==> src/rtl/tenths_countdown_pkg.sv <==
// Shared types and constants for the seconds.tenths countdown block.
// Holds the FSM encoding, the BCD digit limit and the load clamp helper.
package tenths_countdown_pkg;

    typedef enum logic [1:0] {
        ST_IDLE    = 2'd0,
        ST_RUN     = 2'd1,
        ST_PAUSED  = 2'd2,
        ST_EXPIRED = 2'd3
    } state_t;

    localparam logic [3:0] BCD_NINE = 4'd9;

    typedef struct packed {
        logic [3:0] tens;
        logic [3:0] ones;
        logic [3:0] tenths;
    } bcd_time_t;

    function automatic logic [3:0] clamp_bcd(input logic [3:0] nib);
        return (nib > BCD_NINE) ? BCD_NINE : nib;
    endfunction

endpackage

==> src/rtl/tenths_countdown_if.sv <==
// Control/status bundle between the tick generator, game FSM and the countdown.
// The master drives the controls; the countdown (slave) drives the status.
interface tenths_countdown_if;
    logic       hundred_ms_tick;
    logic       load;
    logic [7:0] load_sec;
    logic       start;
    logic       stop;
    logic       tick_enable;
    logic [7:0] sec_bcd;
    logic [3:0] tenths_bcd;
    logic       running;
    logic       time_up;

    modport master (
        output hundred_ms_tick, load, load_sec, start, stop,
        input  tick_enable, sec_bcd, tenths_bcd, running, time_up
    );

    modport slave (
        input  hundred_ms_tick, load, load_sec, start, stop,
        output tick_enable, sec_bcd, tenths_bcd, running, time_up
    );
endinterface

==> src/rtl/tenths_countdown_bcd_down_digit.sv <==
// One BCD digit of a ripple-borrow down counter.
// A borrow into a zero digit wraps it to nine and passes the borrow on.
module bcd_down_digit
    import tenths_countdown_pkg::*;
(
    input  logic [3:0] i_digit,
    input  logic       i_borrow_in,
    output logic [3:0] o_digit_next,
    output logic       o_borrow_out
);

    logic w_is_zero;

    assign w_is_zero    = (i_digit == 4'd0);
    assign o_digit_next = !i_borrow_in ? i_digit :
                          (w_is_zero ? BCD_NINE : i_digit - 4'd1);
    assign o_borrow_out = i_borrow_in & w_is_zero;

endmodule

==> src/rtl/tenths_countdown.sv <==
// BCD seconds.tenths countdown driven by the 100 ms tick stream.
// Holds the run/pause/expire FSM, the load clamp and the one-cycle expiry pulse.
module tenths_countdown
    import tenths_countdown_pkg::*;
#(
    parameter logic [7:0] INIT_SEC    = 8'h30,
    parameter logic [3:0] INIT_TENTHS = 4'h0
)(
    input  logic               clk,
    input  logic               rst,
    tenths_countdown_if.slave  bus
);

    state_t    r_state;
    state_t    w_state_next;
    bcd_time_t r_time;
    bcd_time_t w_time_dec;
    logic      w_tenths_borrow;
    logic      w_ones_borrow;
    logic      w_is_zero;
    logic      w_is_last;
    logic      w_do_dec;
    logic      r_time_up;

    bcd_down_digit u_tenths (
        .i_digit      (r_time.tenths),
        .i_borrow_in  (1'b1),
        .o_digit_next (w_time_dec.tenths),
        .o_borrow_out (w_tenths_borrow)
    );

    bcd_down_digit u_ones (
        .i_digit      (r_time.ones),
        .i_borrow_in  (w_tenths_borrow),
        .o_digit_next (w_time_dec.ones),
        .o_borrow_out (w_ones_borrow)
    );

    // A borrow surviving past the tens digit means every digit was zero.
    bcd_down_digit u_tens (
        .i_digit      (r_time.tens),
        .i_borrow_in  (w_ones_borrow),
        .o_digit_next (w_time_dec.tens),
        .o_borrow_out (w_is_zero)
    );

    assign w_is_last = (w_time_dec == bcd_time_t'(12'h000));
    assign w_do_dec  = (r_state == ST_RUN) && bus.hundred_ms_tick &&
                       !bus.load && !w_is_zero;

    // NOTE: sequential state uses non-blocking assignments so every flop
    // samples the pre-edge values, independent of block ordering.
    always_ff @(posedge clk) begin
        if (rst) r_state <= ST_IDLE;
        else     r_state <= w_state_next;
    end

    // NOTE: the default assignment up front keeps this block free of latches
    // on paths that do not change state.
    always_comb begin
        w_state_next = r_state;
        if (bus.load) begin
            w_state_next = ST_IDLE;
        end else begin
            case (r_state)
                ST_IDLE:    if (bus.start && !bus.stop && !w_is_zero) w_state_next = ST_RUN;
                ST_RUN: begin
                    if (bus.hundred_ms_tick && w_is_last) w_state_next = ST_EXPIRED;
                    else if (bus.stop)                    w_state_next = ST_PAUSED;
                end
                ST_PAUSED:  if (bus.start && !bus.stop) w_state_next = ST_RUN;
                ST_EXPIRED: w_state_next = ST_EXPIRED;
                default:    w_state_next = ST_IDLE;
            endcase
        end
    end

    always_comb begin
        bus.running     = 1'b0;
        bus.tick_enable = 1'b0;
        if (r_state == ST_RUN) begin
            bus.running     = 1'b1;
            bus.tick_enable = 1'b1;
        end
    end

    always_ff @(posedge clk) begin
        if (rst) begin
            r_time    <= {INIT_SEC, INIT_TENTHS};
            r_time_up <= 1'b0;
        end else begin
            if (bus.load)
                r_time <= {clamp_bcd(bus.load_sec[7:4]), clamp_bcd(bus.load_sec[3:0]), 4'h0};
            else if (w_do_dec)
                r_time <= w_time_dec;
            r_time_up <= (w_state_next == ST_EXPIRED) && (r_state != ST_EXPIRED);
        end
    end

    assign bus.sec_bcd    = {r_time.tens, r_time.ones};
    assign bus.tenths_bcd = r_time.tenths;
    assign bus.time_up    = r_time_up;

endmodule

==> src/flat_wrapper.sv <==
// flat-port wrapper written by rule: the top's interface ports become plain ports
module tenths_countdown_flat import tenths_countdown_pkg::*;
#(
    parameter logic [7:0] INIT_SEC    = 8'h30,
    parameter logic [3:0] INIT_TENTHS = 4'h0
)
  (clk, rst, bus_hundred_ms_tick, bus_load, bus_load_sec, bus_start, bus_stop, bus_tick_enable, bus_sec_bcd, bus_tenths_bcd, bus_running, bus_time_up);
  tenths_countdown_if bus_i ();
  input  logic clk;
  input  logic rst;
  input wire logic [$bits(bus_i.hundred_ms_tick)-1:0] bus_hundred_ms_tick;
  input wire logic [$bits(bus_i.load)-1:0] bus_load;
  input wire logic [$bits(bus_i.load_sec)-1:0] bus_load_sec;
  input wire logic [$bits(bus_i.start)-1:0] bus_start;
  input wire logic [$bits(bus_i.stop)-1:0] bus_stop;
  output wire logic [$bits(bus_i.tick_enable)-1:0] bus_tick_enable;
  output wire logic [$bits(bus_i.sec_bcd)-1:0] bus_sec_bcd;
  output wire logic [$bits(bus_i.tenths_bcd)-1:0] bus_tenths_bcd;
  output wire logic [$bits(bus_i.running)-1:0] bus_running;
  output wire logic [$bits(bus_i.time_up)-1:0] bus_time_up;
  assign bus_i.hundred_ms_tick = bus_hundred_ms_tick;
  assign bus_i.load = bus_load;
  assign bus_i.load_sec = bus_load_sec;
  assign bus_i.start = bus_start;
  assign bus_i.stop = bus_stop;
  assign bus_tick_enable = bus_i.tick_enable;
  assign bus_sec_bcd = bus_i.sec_bcd;
  assign bus_tenths_bcd = bus_i.tenths_bcd;
  assign bus_running = bus_i.running;
  assign bus_time_up = bus_i.time_up;
  tenths_countdown #(.INIT_SEC(INIT_SEC), .INIT_TENTHS(INIT_TENTHS)) u_core (.clk(clk), .rst(rst), .bus(bus_i));
endmodule
==> config.mk <==
export PLATFORM = sky130hd
export DESIGN_NAME = tenths_countdown_flat
export DESIGN_NICKNAME = d
export VERILOG_FILES = /design/src/rtl/tenths_countdown_pkg.sv /design/src/rtl/tenths_countdown_if.sv /design/src/rtl/tenths_countdown_bcd_down_digit.sv /design/src/rtl/tenths_countdown.sv /design/src/flat_wrapper.sv
export SDC_FILE = /design/constraint.sdc
export NUM_CORES = 1
export LEC_CHECK = 0
export CAP_MARGIN = 20
export CORE_ASPECT_RATIO = 0.7
export CORE_MARGIN = 2
export CORE_UTILIZATION = 38
export CTS_BUF_LIST = sky130_fd_sc_hd__clkbuf_4
export DETAILED_ROUTE_END_ITERATION = 8
export GPL_TIMING_DRIVEN = 1
export PLACE_DENSITY = 0.74
export SLEW_MARGIN = 20
export SYNTH_ARGS = -nofsm -noshare
export SYNTH_HDL_FRONTEND = slang
export SYNTH_SLANG_ARGS = --single-unit
==> constraint.sdc <==
create_clock -name clk -period 4.2 [get_ports clk]
set_input_delay 0.84 -clock clk [delete_from_list [all_inputs] [get_ports clk]]
set_output_delay 0.84 -clock clk [all_outputs]
set_load 0.05 [all_outputs]
==> impl_metrics.json <==
{
  "status": "finished, final reports clean",
  "hold_viol": 0,
  "drv_slew": 0,
  "fin_crit_sh_pct": 60.7,
  "synth_edf_count": 0,
  "grt_pass1_wl_um": 3870,
  "period_minus_slack_ns": 2.55,
  "cts_hold_buf": 0,
  "skew_ns": 0.00487,
  "start_kind": "flip-flop",
  "dieArea_um2": 2610,
  "io_pins": 29,
  "finalWirelength_um": 2170,
  "area_growth_pct": 36.7,
  "fmax_mhz": 392,
  "final_area_um2": 1150,
  "max-cap-violations": 0,
  "placement.io_buffers": 28,
  "vias": 886,
  "grt.overflow.total": 0,
  "critPathKind": "flip-flop to output port",
  "synth-seq-cells": 15,
  "floorplan.initialDensity_pct": 39.6,
  "highest_layer": "met4",
  "power_density_nw_per_um2": 279,
  "antenna_found_initial": 0,
  "core-area_um2": 2120,
  "ys_warn_count": 0,
  "netlist_area_um2": 840,
  "die_h_um": 43.3,
  "wl_met1_um": 1050,
  "dieWidth_um": 60.2,
  "rsz0062_at_grt": "no",
  "path_max_fanout": 3,
  "post_cts.repair.setup_buffers": 0,
  "crit_required_ns": 3.36,
  "async_flop_share_pct": 0,
  "syn_nets": 119,
  "drive_above_1_share_pct": 4.58,
  "crit_chain": "inv_1 > nor2_1 > clkdlybuf4s50_1",
  "first_pass_iters": 4,
  "wl_per_cell_um": 13.3,
  "synth_cell_types": 38,
  "hpwl_um": 1650,
  "cts_tree": "done",
  "peakVddDrop_mv": 0.172,
  "routed-wl-met3_um": 137,
  "grt.total_usage_pct": 19.8,
  "clockBufferDepth": 2,
  "cts_buffers": 3,
  "synthDominantCellAreaShare_pct": 35.8,
  "synth.avg_cell_area_um2": 8.00,
  "routabilityCongestion": 0.847,
  "p_leak_nw": 0.411,
  "fill_cells": 217,
  "timing.hold.ws_ns": 0.543,
  "cts.sinks": 15,
  "drcViolationCount": 0,
  "drtIter0Drc": 22,
  "clk_pin_slew_ns": 0.09,
  "grt_max_degree": 12,
  "final_util_pct": 54.1,
  "rows": 14,
  "synth_area_leaders": "dfxtp_1 (36%), nor2_1 (6.3%), a21oi_1 (4.8%)",
  "final_net_count": 146,
  "placed_cell_area_um2": 1120,
  "worstMarginPinSlew_ns": 0.498,
  "relSlewSlack_pct": 66.7,
  "cpPeakStageDelay_ns": 0.82,
  "via_per_inst": 5.44,
  "endpoint_kind": "output port",
  "h-tree-depth": 1,
  "ctsResizeCount": 0,
  "setup_violations": 0,
  "timing.setup.tns_ns": 0,
  "cp_slowest_cell": "clkdlybuf4s50_1",
  "clock-root-buffer": "clkbuf_4",
  "netlist_instances": 105,
  "yosys.area.top_type": "dfxtp_1",
  "grt_pass1_vias": 851,
  "ant_nets": 0,
  "met2_wirelength_um": 964,
  "clk_latency_ns": 0.28,
  "yosysSeqAreaShare_pct": 35.8,
  "min_path_type": "flip-flop to flip-flop",
  "cp.arrival_ns": 1.71,
  "synthFlopType": "dfxtp_1",
  "n_antenna_cell": 0
}
-- synth_stat cells, drive strengths merged (3+ instances only) --
library cell  instances
dfxtp                15
nor2                 14
a21oi                 8
nand3                 5
nor3                  5
o21ai                 5
a211oi                4
a31oi                 4
buf                   4
inv                   4
nor4                  4
nand2                 3
or3                   3
-- power breakdown --
part | switching [mW] | total (mW) | internal [mW]
logic | 0.0418 | 0.0735 | 0.0317
clock network | 0.0470 | 0.0904 | 0.0433
registers | 0.00832 | 0.156 | 0.148
-- through the flow --
| step | worst slack [ns] | std cells | total power [mW] |
|---|---|---|---|
| floorplan | 1.96 | 105 | 0.203 |
| global placement | 1.49 | 159 | 0.231 |
| detailed placement | 1.41 | 159 | 0.232 |
| CTS | 1.65 | 163 | 0.323 |
| global route | 1.57 | 163 | 0.336 |
| finish | 1.65 | 163 | 0.320 |
-- layout make-up --
cell class	count	area [um^2]	area share, %
multi-input combinational	79	478	41.7
tap	32	40.0	3.49
inverter	5	18.8	1.64
sequential	15	300	26.2
timing repair buffer	28	280	24.4
clock buffer	4	30.0	2.62
-- layer usage --
layer | global-route usage (%) | up-vias
met5 | 0 | -
met4 | 4.44 | 0
met3 | 7.32 | 2
met2 | 28.5 | 25
met1 | 28.0 | 414
li1 | - | 445
-- critical path, delay by kind of cell, from the launching register on --
family | cells | cell delay, ns
buffers and inverters | 2 | 0.91
DFF | 1 | 0.38
and+or+nand+nor | 1 | 0.14
-- cells in the final DEF (no fill, tap or decap), types with 2 or more instances in the layout --
cell type         n
a211oi_1          4
a21oi_1           8
a31oi_1           4
and3_1            2
clkbuf_4          4
clkdlybuf4s50_1  28
dfxtp_1          15
inv_1             4
mux2i_1           2
nand2_1           3
nand2b_1          2
nand3_1           5
nor2_1           14
nor3_1            5
nor4_1            2
nor4_2            2
o21a_1            2
o21ai_0           3
o21ai_1           2
o31ai_1           2
or3_1             3
-- final timing paths --
path,startpoint,endpoint,slack (ns),cells past startpoint
setup / recovery,u_core.r_state[0],bus_tick_enable,1.65,3
hold / removal,u_core.bus.sec_bcd[4],u_core.bus.sec_bcd[4],0.54,1
setup reg to reg,u_core.bus.tenths_bcd[0],u_core.bus.tenths_bcd[1],2.16,5
hold reg to reg,u_core.bus.sec_bcd[4],u_core.bus.sec_bcd[4],0.54,1
-- kinds of logic (layout without fill, tap and decap cells) --
| group | after synthesis | count (layout) | share of synthesized area, % |
|---|---|---|---|
| compound gates | 30 | 30 | 23.0 |
| xor+xnor | 1 | 1 | 1.04 |
| mux | 2 | 2 | 2.38 |
| simple gates | 46 | 46 | 30.6 |
| flops | 15 | 15 | 35.8 |
| buf+inv | 11 | 37 | 7.30 |
-- state kept, by name, indices dropped and copies added, names as in the netlist --
register,count
u_core.bus.sec_bcd,8
u_core.r_state,2
u_core.bus.tenths_bcd,4
u_core.bus.time_up,1
Note: power is estimated with default switching activity, not from simulation.
